`config.mk`:
```
export PLATFORM = sky130hd
export DESIGN_NAME = bcd_countdown_timer
export DESIGN_NICKNAME = d
export VERILOG_FILES = /design/src/rtl/timer_pkg.sv /design/src/rtl/timer_digit_cell.sv /design/src/rtl/bcd_countdown_timer.sv
export SDC_FILE = /design/constraint.sdc
export NUM_CORES = 1
export LEC_CHECK = 0
export ABC_AREA = 0
export BUFFER_PORTS_ARGS = -buffer_cell sky130_fd_sc_hd__buf_2
export CAP_MARGIN = 25
export CORE_ASPECT_RATIO = 0.5
export CORE_UTILIZATION = 25
export CTS_CLUSTER_SIZE = 16
export DETAILED_ROUTE_END_ITERATION = 10
export PLACE_DENSITY_LB_ADDON = 0.2
export RECOVER_POWER = 25
export SYNTH_ARGS = -nofsm -noshare
export SYNTH_HDL_FRONTEND = slang
export SYNTH_SLANG_ARGS = --single-unit
```
`constraint.sdc`:
```
create_clock -name clk -period 3.21 [get_ports clk]
set_clock_uncertainty 0.15 [all_clocks]
set_input_delay 0.321 -clock clk [delete_from_list [all_inputs] [get_ports clk]]
set_output_delay 0.321 -clock clk [all_outputs]
set_load 0.02 [all_outputs]
```
`src/rtl/timer_pkg.sv`:
```
// Shared definitions for the BCD countdown timer.
//
// Contents:
//   timer_state_t : control states of the countdown FSM.
//   DEFAULT_*     : default geometry, a 4-digit decimal timer.
//   COUNT_W       : packed count width for the default geometry.
//   clamp_digit   : limits a raw preset digit to the largest legal digit.
package timer_pkg;

    typedef enum logic [1:0] {
        IDLE  = 2'd0,
        RUN   = 2'd1,
        PAUSE = 2'd2,
        DONE  = 2'd3
    } timer_state_t;

    localparam int DEFAULT_NUM_DIGITS = 4;
    localparam int DEFAULT_RADIX      = 10;
    localparam int DEFAULT_DIGIT_W    = 4;
    localparam int COUNT_W            = DEFAULT_NUM_DIGITS * DEFAULT_DIGIT_W;

    // A digit that cannot exist in the chosen radix saturates to radix-1,
    // so 0xF loaded into a decimal timer reads back as 9.
    function automatic int unsigned clamp_digit(input int unsigned value,
                                                input int unsigned radix);
        return (value >= radix) ? radix - 1 : value;
    endfunction

endpackage

```
`src/rtl/timer_digit_cell.sv`:
```
// One digit of the countdown chain.
//
// Holds a single radix-RADIX digit and its registered "is zero" flag.
// A step decrements the digit only when every lower digit was zero
// (borrow_in high); a zero digit that decrements wraps to RADIX-1.
//
// Ports:
//   clk        : system clock
//   rst        : asynchronous active-low reset, digit clears to 0
//   load       : replace the digit with load_digit (wins over dec)
//   load_digit : value to load, already clamped to the radix
//   dec        : count step for the whole chain this cycle
//   borrow_in  : all lower digits are zero (tied high for digit 0)
//   digit      : current digit value
//   is_zero    : registered flag, digit == 0
//   borrow_out : borrow_in passed upward when this digit is zero
module timer_digit_cell #(
    parameter int RADIX   = 10,
    parameter int DIGIT_W = 4
) (
    input  logic               clk,
    input  logic               rst,
    input  logic               load,
    input  logic [DIGIT_W-1:0] load_digit,
    input  logic               dec,
    input  logic               borrow_in,
    output logic [DIGIT_W-1:0] digit,
    output logic               is_zero,
    output logic               borrow_out
);

    localparam logic [DIGIT_W-1:0] MAX_DIGIT = DIGIT_W'(RADIX - 1);

    logic [DIGIT_W-1:0] digit_next;

    always_comb begin
        digit_next = digit;
        if (load) begin
            digit_next = load_digit;
        end else if (dec && borrow_in) begin
            digit_next = is_zero ? MAX_DIGIT : digit - 1'b1;
        end
    end

    // The zero flag is computed from the next value so it is registered
    // together with the digit and never lags it by a cycle.
    always_ff @(posedge clk or negedge rst) begin
        if (!rst) begin
            digit   <= '0;
            is_zero <= 1'b1;
        end else begin
            digit   <= digit_next;
            is_zero <= (digit_next == '0);
        end
    end

    assign borrow_out = is_zero & borrow_in;

endmodule

```
`src/rtl/bcd_countdown_timer.sv`:
```
// Multi-digit countdown timer driven by the rising edges of a slow tick.
//
// A chain of NUM_DIGITS radix-RADIX digit cells counts down by one on each
// qualified tick edge; borrows ripple through the chain in the same cycle.
// Reaching zero raises a one-cycle expired pulse.
//
// Build option:
//   TIMER_AUTO_RELOAD_EN : when defined, the step that would reach zero
//                          reloads the last preset instead, pulses expired
//                          and keeps running, giving a periodic pulse.
//
// Ports:
//   clk        : system clock
//   rst        : asynchronous active-low reset
//   reconfig   : load the (clamped) preset; highest priority below reset
//   load_val   : preset digits, digit i at [i*DIGIT_W +: DIGIT_W]
//   enable     : run permission, low pauses the count
//   tick       : time-base level, only rising edges count
//   digits     : current count, packed like load_val
//   digit_zero : per-digit "digit == 0" flags
//   zero       : whole count is zero
//   busy       : timer is in the RUN state
//   expired    : one-cycle pulse after the count reaches zero
module bcd_countdown_timer
    import timer_pkg::*;
#(
    parameter int NUM_DIGITS = DEFAULT_NUM_DIGITS,
    parameter int RADIX      = DEFAULT_RADIX,
    parameter int DIGIT_W    = DEFAULT_DIGIT_W
) (
    input  logic                          clk,
    input  logic                          rst,
    input  logic                          reconfig,
    input  logic [NUM_DIGITS*DIGIT_W-1:0] load_val,
    input  logic                          enable,
    input  logic                          tick,
    output logic [NUM_DIGITS*DIGIT_W-1:0] digits,
    output logic [NUM_DIGITS-1:0]         digit_zero,
    output logic                          zero,
    output logic                          busy,
    output logic                          expired
);

    localparam int CNT_W = NUM_DIGITS * DIGIT_W;

    timer_state_t     state;
    timer_state_t     state_next;
    logic             tick_prev;
    logic             step;
    logic             cell_load;
    logic             dec;
    logic             expired_next;
    logic             count_is_one;
    logic             load_is_zero;
    logic [CNT_W-1:0] clamped;
    logic [CNT_W-1:0] load_bus;
    logic [NUM_DIGITS:0] borrow;

`ifdef TIMER_AUTO_RELOAD_EN
    logic [CNT_W-1:0] preset;
`endif

    // Saturate every preset digit to the radix before it reaches the cells.
    always_comb begin
        clamped = '0;
        for (int i = 0; i < NUM_DIGITS; i++) begin
            clamped[i*DIGIT_W +: DIGIT_W] =
                DIGIT_W'(clamp_digit(32'(load_val[i*DIGIT_W +: DIGIT_W]), RADIX));
        end
    end

    assign load_is_zero = (clamped == '0);

    // Count of exactly one: digit 0 reads 1 and every higher digit is zero.
    always_comb begin
        count_is_one = (digits[DIGIT_W-1:0] == DIGIT_W'(1));
        for (int i = 1; i < NUM_DIGITS; i++) begin
            count_is_one = count_is_one & digit_zero[i];
        end
    end

    // Only a fresh rising edge in RUN with permission counts; a load in the
    // same cycle consumes the edge.
    assign step = tick & ~tick_prev & (state == RUN) & enable & ~reconfig;
    assign busy = (state == RUN);

    always_comb begin
        state_next   = state;
        cell_load    = 1'b0;
        load_bus     = clamped;
        dec          = 1'b0;
        expired_next = 1'b0;
        if (reconfig) begin
            cell_load = 1'b1;
            if (load_is_zero) begin
                state_next = IDLE;
            end else if (enable) begin
                state_next = RUN;
            end else begin
                state_next = PAUSE;
            end
        end else begin
            case (state)
                RUN: begin
                    if (!enable) begin
                        state_next = PAUSE;
                    end else if (step) begin
                        if (count_is_one) begin
                            expired_next = 1'b1;
`ifdef TIMER_AUTO_RELOAD_EN
                            cell_load = 1'b1;
                            load_bus  = preset;
`else
                            // Decrementing 1 lands on 0 through the normal
                            // ripple, so no explicit clear is needed.
                            dec        = 1'b1;
                            state_next = DONE;
`endif
                        end else begin
                            dec = 1'b1;
                        end
                    end
                end
                PAUSE: begin
                    if (enable) begin
                        state_next = RUN;
                    end
                end
                default: begin
                    state_next = state;
                end
            endcase
        end
    end

    always_ff @(posedge clk or negedge rst) begin
        if (!rst) begin
            state     <= IDLE;
            tick_prev <= 1'b0;
            expired   <= 1'b0;
        end else begin
            state     <= state_next;
            tick_prev <= tick;
            expired   <= expired_next;
        end
    end

`ifdef TIMER_AUTO_RELOAD_EN
    always_ff @(posedge clk or negedge rst) begin
        if (!rst) begin
            preset <= '0;
        end else if (reconfig) begin
            preset <= clamped;
        end
    end
`endif

    // borrow[i] is high when every digit below i is zero; the carry out of
    // the top cell is therefore the whole-count zero flag.
    assign borrow[0] = 1'b1;
    assign zero      = borrow[NUM_DIGITS];

    for (genvar i = 0; i < NUM_DIGITS; i++) begin : g_digit
        timer_digit_cell #(
            .RADIX   (RADIX),
            .DIGIT_W (DIGIT_W)
        ) u_cell (
            .clk        (clk),
            .rst        (rst),
            .load       (cell_load),
            .load_digit (load_bus[i*DIGIT_W +: DIGIT_W]),
            .dec        (dec),
            .borrow_in  (borrow[i]),
            .digit      (digits[i*DIGIT_W +: DIGIT_W]),
            .is_zero    (digit_zero[i]),
            .borrow_out (borrow[i+1])
        );
    end

endmodule

```
Yosys cells after proc, flatten, opt, wreduce, memory -nomap -nowiden
Index checks and enable logic that the tools add are counted.

Register bits after elaboration: 24. Input port bits: 21. Word-level logic and storage cells: 81.

$add $sub $neg: 4. Order comparisons: 4. Equal/unequal tests: 6. Multiplexer cells: 34. Bitwise logic cells: 12. Reductions and logical operators: 10.

Operators with widths (number): 4-bit 2-to-1 mux (16); 4-bit >= comparator, second input constant (4); 16-bit logical NOT (1); 4-bit logical NOT (4); 4-bit by 1-bit subtractor with 4-bit output, second input constant (4); 2-bit 2-to-1 mux (7); 1-bit bitwise AND (10); 1-bit 2-to-1 mux (10); 4-bit by 3-bit inequality test with 1-bit output, second input constant (2); 4-bit by 1-bit equality test with 1-bit output, second input constant (1); 2-bit one-hot mux with 2 select lines (1); 4-bit AND reduction (1); 1-bit logical AND (3); 3-bit inequality test, second input constant (1); 3-bit nonzero test (1); 2-bit by 1-bit equality test with 1-bit output, second input constant (1); 2-bit equality test, second input constant (1); 1-bit NOT (2).

Logic depth before layout (Yosys ltp)
Gate-level depths: netlist of the first run.

Word-level depth: 13. Mapped depth: 7.

Cells and area by module
From an unflattened synthesis of the first run, not the netlist that was laid out.

Cells, all modules: 183. Area, all modules: 1571.5 µm².

Modules (own cells, without submodules): timer_digit_cell (instances 4, cells each 34, area each 302.8 µm²); bcd_countdown_timer (instances 1, cells each 47, area each 360.3 µm²).

Worst setup path after synthesis of the first run
Ideal clock, no wire load.

Path type: flip-flop to flip-flop. Start point: register g_digit[0].u_cell.is_zero. End point: register g_digit[2].u_cell.is_zero. Data arrival time: 1602 ps. Data required time: 2963 ps. Setup slack: 1362 ps. Cell stages (with the launch flop): 7. Path through: dfstp_2 > buf_2 > nand4b_1 > nor2_1 > mux2i_1 > o21ai_1 > nor4_1.

Word-level cells in the longest chain between the ends: 5.

Ends and longest elaborated chain: start: declaration (RTL line timer_digit_cell.sv:28) `output logic is_zero,`; start signal: assignment (RTL line timer_digit_cell.sv:53) `is_zero <= (digit_next == '0);`; 1-bit bitwise AND (RTL line timer_digit_cell.sv:57) `assign borrow_out = is_zero & borrow_in;`; 1-bit logical AND (RTL line timer_digit_cell.sv:40) `end else if (dec && borrow_in) begin`; 4-bit 2-to-1 mux (RTL line timer_digit_cell.sv:40); 4-bit 2-to-1 mux (RTL line timer_digit_cell.sv:38) `if (load) begin`; via g_digit[2].u_cell.digit_next[1] (RTL line timer_digit_cell.sv:34) `logic [DIGIT_W-1:0] digit_next;`; 4-bit logical NOT (RTL line timer_digit_cell.sv:53); end signal: assignment (RTL line timer_digit_cell.sv:53); end: declaration (RTL line timer_digit_cell.sv:28).

The timed path passes the listed nets, and every way through them passes these cells. A chain may end at the register's enable or synchronous reset.

Final worst setup path of the first run
Start point: register tick_prev. End point: register g_digit[3].u_cell.is_zero.

Word-level cells in the longest chain between the ends: 13.

Ends and longest elaborated chain: start: declaration (RTL line bcd_countdown_timer.sv:48) `logic tick_prev;`; start signal: assignment (RTL line bcd_countdown_timer.sv:143) `tick_prev <= tick;`; 1-bit NOT (RTL line bcd_countdown_timer.sv:84) `assign step = tick & ~tick_prev & (state == RUN) & enable & ~reconfig;`; 1-bit bitwise AND (4 in series) (RTL line bcd_countdown_timer.sv:84); 1-bit 2-to-1 mux (RTL line bcd_countdown_timer.sv:107) `end else if (step) begin`; 1-bit 2-to-1 mux (RTL line bcd_countdown_timer.sv:105) `if (!enable) begin`; 1-bit 2-to-1 mux (RTL line bcd_countdown_timer.sv:103) `case (state)`; 1-bit 2-to-1 mux (RTL line bcd_countdown_timer.sv:93) `if (reconfig) begin`; 1-bit logical AND (RTL line timer_digit_cell.sv:40); 4-bit 2-to-1 mux (RTL line timer_digit_cell.sv:40); 4-bit 2-to-1 mux (RTL line timer_digit_cell.sv:38); via g_digit[3].u_cell.digit_next[2] (RTL line timer_digit_cell.sv:34); 4-bit logical NOT (RTL line timer_digit_cell.sv:53); end signal: assignment (RTL line timer_digit_cell.sv:53); end: declaration (RTL line timer_digit_cell.sv:28).

The timed path passes the listed nets, and every way through them passes these cells.

==> results of run 1 <==
[final timing paths]
check,to,cells after the start,start,slack (ns)
worst min register to register,expired$_DFF_PN0_,1,g_digit[0].u_cell.digit[3]$_DFF_PN0_,0.40
worst max-delay path,g_digit[3].u_cell.is_zero$_DFF_PN1_,5,tick_prev$_DFF_PN0_,1.16
worst max register to register,g_digit[3].u_cell.is_zero$_DFF_PN1_,5,tick_prev$_DFF_PN0_,1.16
worst min-delay path,tick_prev$_DFF_PN0_,1,tick,0.07
min in group asynchronous,g_digit[3].u_cell.digit[1]$_DFF_PN0_,2,rst,0.73
max in group asynchronous,g_digit[0].u_cell.digit[3]$_DFF_PN0_,2,rst,1.40
[cell usage in the layout, fill, tap and decap left out, types with 7 or more instances in the layout]
master	instances
inv_1	14
nor3_1	7
nand4_1	7
o21ai_0	8
a21oi_1	9
buf_2	41
dfrtp_1	20
nand2_1	10
nor2b_1	7
nor2_1	16
[Yosys cell counts (3+ instances only)]
cell     instances  area share [%]
nand4_1          7             2.7
buf_2            4             1.2
nand2_1         10             2.3
buf_4            4             1.9
o21ai_1          4             1.2
nor4_1           5             1.9
dfstp_2          4             6.5
nor3_1           7             2.2
nor2b_1          7             2.7
dfrtp_1         20              31
nand3_1          3            0.93
ha_1             5             3.9
o31ai_1          5             2.3
nor2_1          16             3.7
or4_1            3             1.4
a21oi_1          9             2.8
mux2i_1          3             1.9
o21ai_0          8             2.5
inv_1           14             3.3
[metal layers]
metal / track usage, % / part of all wire (%) / vias to the layer above
met5: 0 / 0 / -
met4: 2.41 / 0.59 / 0
met2: 21.6 / 46 / 22
li1: - / - / 729
met3: 2.78 / 3.4 / 2
met1: 18.8 / 50 / 738
[worst max-delay path, delay by kind of cell, from the launching register on]
family	cells	cell delay, ns
AOI/OAI and AO/OA	1	0.22
and+or+nand+nor	3	1.07
xor gates and xnor gates	1	0.16
DFF	1	0.37
[cell type report]
type | count | area, um^2 | share of cell area (%)
Inverter | 15 | 58.8 | 2.99
Multi-Input combinational cell | 128 | 876 | 44.5
Clock buffer | 4 | 88.8 | 4.51
Timing Repair Buffer | 45 | 230 | 11.7
Sequential cell | 24 | 606 | 30.7
Tap cell | 88 | 110 | 5.59
[flip-flops by register name, indices dropped and copies added (netlist names)]
register / cells
g_digit.u_cell.is_zero: 4
expired: 1
tick_prev: 1
g_digit.u_cell.digit: 16
state: 2
[through the flow]
step | power, mW | std cells
after floorplan | 0.537 | 179
after global placement | 0.616 | 299
after detailed placement | 0.616 | 299
after CTS | 0.918 | 304
after global routing | 0.960 | 304
final | 0.905 | 304
[power breakdown]
part           total (mW)  leakage (nW)  switching (mW)  internal, mW
combinational       0.224         0.522           0.137        0.0866
clock               0.294        0.0442           0.104         0.190
sequential          0.387         0.287          0.0491         0.338
[cells by family after synthesis]
logic type | Yosys count | synth area share (%)
adder cells (fa/ha/maj) | 5 | 3.88
flip-flops | 24 | 37.5
multiplexers | 3 | 1.86
buffers and inverters | 27 | 8.15
AO/OA/AOI/OAI | 42 | 17.7
AND/OR/NAND/NOR | 76 | 29.8
XOR/XNOR | 2 | 1.09
[repair_timing]
action | CTS | global route
hold buffers | 1 | 0
endpoints found under the setup margin | 0 | 0
hold endpoints to repair | 20 | 0
==> results.toml, run 1 <==
[final_layout]
antenna_cells = 0
drive_gt1_share_pct = 28.7
fin_area_um2 = 1970
layout.nets = 243
final_core_util_pct = 32.0
nFillCells = 677
areaGrowthSynthToFinish_pct = 22.1

[critical_path]
crit_fanout = 10
cp.required_ns = 3.23
crit_chain = "and4bb_1 > nand4_1 > xnor2_1 > a22o_1 > nor4_2"
cp.arrival_ns = 2.07
critPathKind = "reg2reg"
slowest_delay_ns = 0.62
critPathSlowestCell = "and4bb_1"
crit_path_end_kind = "flip-flop"
critPathLaunchType = "flip-flop"

[status]
status = "completed"

[place]
io_buffers = 43
dpl.hpwl_um = 3300
dp_worst_setup_slack_ns = 1.11
placed_cell_area_um2 = 1870
routabilityCongestion = 0.799

[cts]
cts_root_buf = "clkbuf_16"
cts_max_level = 1
postCtsSetupBuffers = 0
insertion_delay_ns = 0.26
cts.sinks = 24
cts_buffer_depth = 2
cts_resized = 0
clk_pin_slew_worst_paths_ns = 0.06
cts_tree = "yes"
cts_made_buffers = 3

[drt]
wirelength_um = 4230
ant_nets = 0
vias = 1491
drtPass1Iterations = 4
vias_per_cell = 4.90
drc = 0
wl_per_cell_um = 13.9
drt_iter0_drc = 46

[synth]
synth_area_per_cell_um2 = 9.01
synth_seq_cells = 24
ys_warn_count = 0
synth_area_um2 = 1610
synth_nets = 205
ys_types = 54
ys.flop_type = "dfrtp_1"
ys_seq_area_share_pct = 37.5
synth_edf_count = 0
async_flop_share_pct = 100
synth_cells = 179

[global_route]
grt_use_total_pct = 13.4
antenna_found_initial = 0
grt_overflow_total = 0
grt_pass1_wl_um = 7050
grt_pass1_vias = 1415
grt_max_degree = 38

[timing]
rsz0062_at_grt = "no"
whs_ns = 0.0727
slew_violations = 0
worst_slack_ns = 1.16
relSlewSlack_pct = 12.3
tightest_slew_ns = 1.32
period_share_pct = 63.8
setup_viol = 0
fmax_mhz = 488
min_period_ns = 2.05
fin_setup_tns_ns = 0
hold_violations = 0

[die]
die_h_um = 58.8
start_util_pct = 26.2
ios = 44
die-area_um2 = 6800
die_w_um = 116
placementRows = 20
coreArea_um2 = 6160

[hold_path]
min_path_type = "in2reg"

[pwr]
power.density_nw_per_um2 = 459
power.leakage_nw = 0.853
ir_drop_uv = 203

[job]
cap_viol_max_count = 0
Note: power is estimated with default switching activity, not from simulation.
==> run 2: changes to the inputs <==
clock period = 1.83 ns   (was 3.21 ns; I/O delays follow)
==> run 2 against run 1 <==
- the run now ends with negative setup slack left
- worst hold slack lost 0.050 ns
- combinational power grew 120%
- total power rose by 96%
- first-iteration DRC count shrank 2.2%
- core utilization up 4.3 points
- sequential power is 70% higher
- highest routed layer is now met3
==> results.toml, run 2 (synthesis results as in run 1) <==
[hold_path]
hp-start = "load_val[0]"
min_path_type = "in2reg"
holdPathStages = 4
min_to = "g_digit[0].u_cell.is_zero$_DFF_PN1_"

[die]
die_w_um = 116
die-area_um2 = 6800
ios = 44
placementRows = 20
start_util_pct = 26.2
coreArea_um2 = 6160
die_h_um = 58.8

[final_layout]
nFillCells = 654
layout.nets = 272
top_register = "g_digit.u_cell.digit"
largest_reg_flops = 16
areaGrowthSynthToFinish_pct = 38.7
mostFrequentLayoutCells = "buf_2, buf_4, dfrtp_1"
layout_commonest_cell = "buf_2"
reg_top3 = "g_digit.u_cell.digit: 16 flops, g_digit.u_cell.is_zero: 4 flops, state: 2 flops"
antenna_cells = 0
drive_gt1_share_pct = 40.0

[job]
cap_viol_max_count = 0

[pwr]
power.density_nw_per_um2 = 794
ir_drop_uv = 384
power.leakage_nw = 1.02

[critical_path]
critPathSlowestCell = "dfstp_2"
cp.required_ns = 1.85
cp.arrival_ns = 1.86
crit_chain = "buf_4 > and4b_2 > nand3_1 > mux2i_1 > o21ai_1 > nor4_2"
slowest_delay_ns = 0.56
r2r-end = "g_digit[3].u_cell.is_zero$_DFF_PN1_"
r2r-start = "g_digit[1].u_cell.is_zero$_DFF_PN1_"
rr_worst_depth = 6
crit_fanout = 4
critPathLaunchType = "flip-flop"
critPathKind = "reg2reg"
crit_path_end_kind = "flip-flop"
rrSetupSlack_ns = -0.004

[global_route]
use_met2_pct = 21.8
use_met1_pct = 19.8
antenna_found_initial = 0
grt-busiest-layer = "met2"
grt_overflow_total = 0
grt_pass1_vias = 1446
grtUsageMet3_pct = 2.78
grt_pass1_wl_um = 7090
grt_use_total_pct = 13.8
grt_max_degree = 25

[place]
dp_worst_setup_slack_ns = -0.0112
io_buffers = 43
routabilityCongestion = 0.842
dpl.hpwl_um = 3560

[timing]
setup_viol = 1
worst_slack_ns = -0.00427
tightest_slew_ns = 0.621
min_period_ns = 1.83
relSlewSlack_pct = 58.6
hold_violations = 0
fmax_mhz = 545
fin_setup_tns_ns = -0.00427
period_share_pct = 100
slew_violations = 0
rsz0062_at_grt = "yes"
whs_ns = 0.0227

[cts]
clk_pin_slew_worst_paths_ns = 0.07
cts.sinks = 24
cts_made_buffers = 3
cts_tree = "yes"
cts_root_buf = "clkbuf_16"
insertion_delay_ns = 0.26
cts_buffer_depth = 2
cts_max_level = 1

[drt]
drtPass1Iterations = 4
drt_iter0_drc = 45
vias = 1579
wirelength_um = 4580
ant_nets = 0
wl_per_cell_um = 13.8
drc = 0
vias_per_cell = 4.74

[status]
status = "finished, violations left"
violations = "negative setup slack"
-- run 2: cell count changes in the layout (fill, tap and decap cells not counted), sizes merged --
| cell | previous run | this run |
|---|---|---|
| buf | 42 | 71 |
| bufinv | 0 | 1 |
| clkbuf | 6 | 4 |
| dlygate4sd3 | 1 | 2 |
-- run 2: per-layer routing --
layer	routed length (um)	part of all wire, %	up-vias
met2	2130	46	22
met3	152	3.3	0
li1	-	-	792
met5	0	0	-
met1	2300	50	765
met4	0	0	0
-- run 2: area by class of cell --
type	count	area, um^2	share of cell area [%]
sequential	24	606	27.1
clock inverter	1	30.0	1.34
timing repair buffer	74	465	20.8
clock buffer	3	75.1	3.36
multi-input combinational	128	892	39.9
inverter	15	58.8	2.63
tap	88	110	4.92
-- run 2: critical path: cells and delay by family, from the launching register on --
family | cells | cell delay [ns]
muxes | 1 | 0.17
AOI/OAI and AO/OA | 1 | 0.10
buffers and inverters | 1 | 0.12
DFF | 1 | 0.56
and+or+nand+nor | 3 | 0.65
-- run 2: worst max path at each step --
stage / start / cells after the start / slack [ns] / to
after global placement: tick_prev$_DFF_PN0_ / 6 / 0.01 / state[1]$_DFFE_PN0P_
after global routing: g_digit[1].u_cell.is_zero$_DFF_PN1_ / 6 / -0.12 / g_digit[2].u_cell.is_zero$_DFF_PN1_
after floorplan: g_digit[1].u_cell.digit[0]$_DFF_PN0_ / 7 / 0.01 / g_digit[1].u_cell.is_zero$_DFF_PN1_
after CTS: state[1]$_DFFE_PN0P_ / 6 / 0.0006 / g_digit[3].u_cell.is_zero$_DFF_PN1_
final: g_digit[1].u_cell.is_zero$_DFF_PN1_ / 6 / -0.004 / g_digit[3].u_cell.is_zero$_DFF_PN1_
after detailed placement: tick_prev$_DFF_PN0_ / 6 / -0.01 / state[1]$_DFFE_PN0P_
-- run 2: power by group --
| part | internal [mW] | leakage (nW) | total [mW] | switching (mW) |
|---|---|---|---|---|
| logic | 0.207 | 0.681 | 0.484 | 0.277 |
| registers | 0.591 | 0.287 | 0.658 | 0.0668 |
| clock network | 0.435 | 0.0511 | 0.634 | 0.199 |
-- run 2: stage by stage --
| step | utilization [%] | std cells | cell area (um^2) | total power, mW |
|---|---|---|---|---|
| 2_1_floorplan | - | 179 | 1620 | 0.943 |
| 3_3_place_gp | 33.3 | 320 | 2050 | 1.13 |
| 3_5_place_dp | 33.3 | 320 | 2050 | 1.13 |
| 4_1_cts | 35.8 | 330 | 2200 | 1.78 |
| 5_1_grt | 36.3 | 333 | 2240 | 1.87 |
| 6_report | 36.3 | 333 | 2240 | 1.78 |
-- run 2: repair_timing --
action                                  CTS  global route
endpoints found under the hold margin    21             0
buffers inserted                          4             3
resized for setup                         0             4
pin swaps                                 5             8
endpoints found under the setup margin    2             5
hold buffers                              2             0
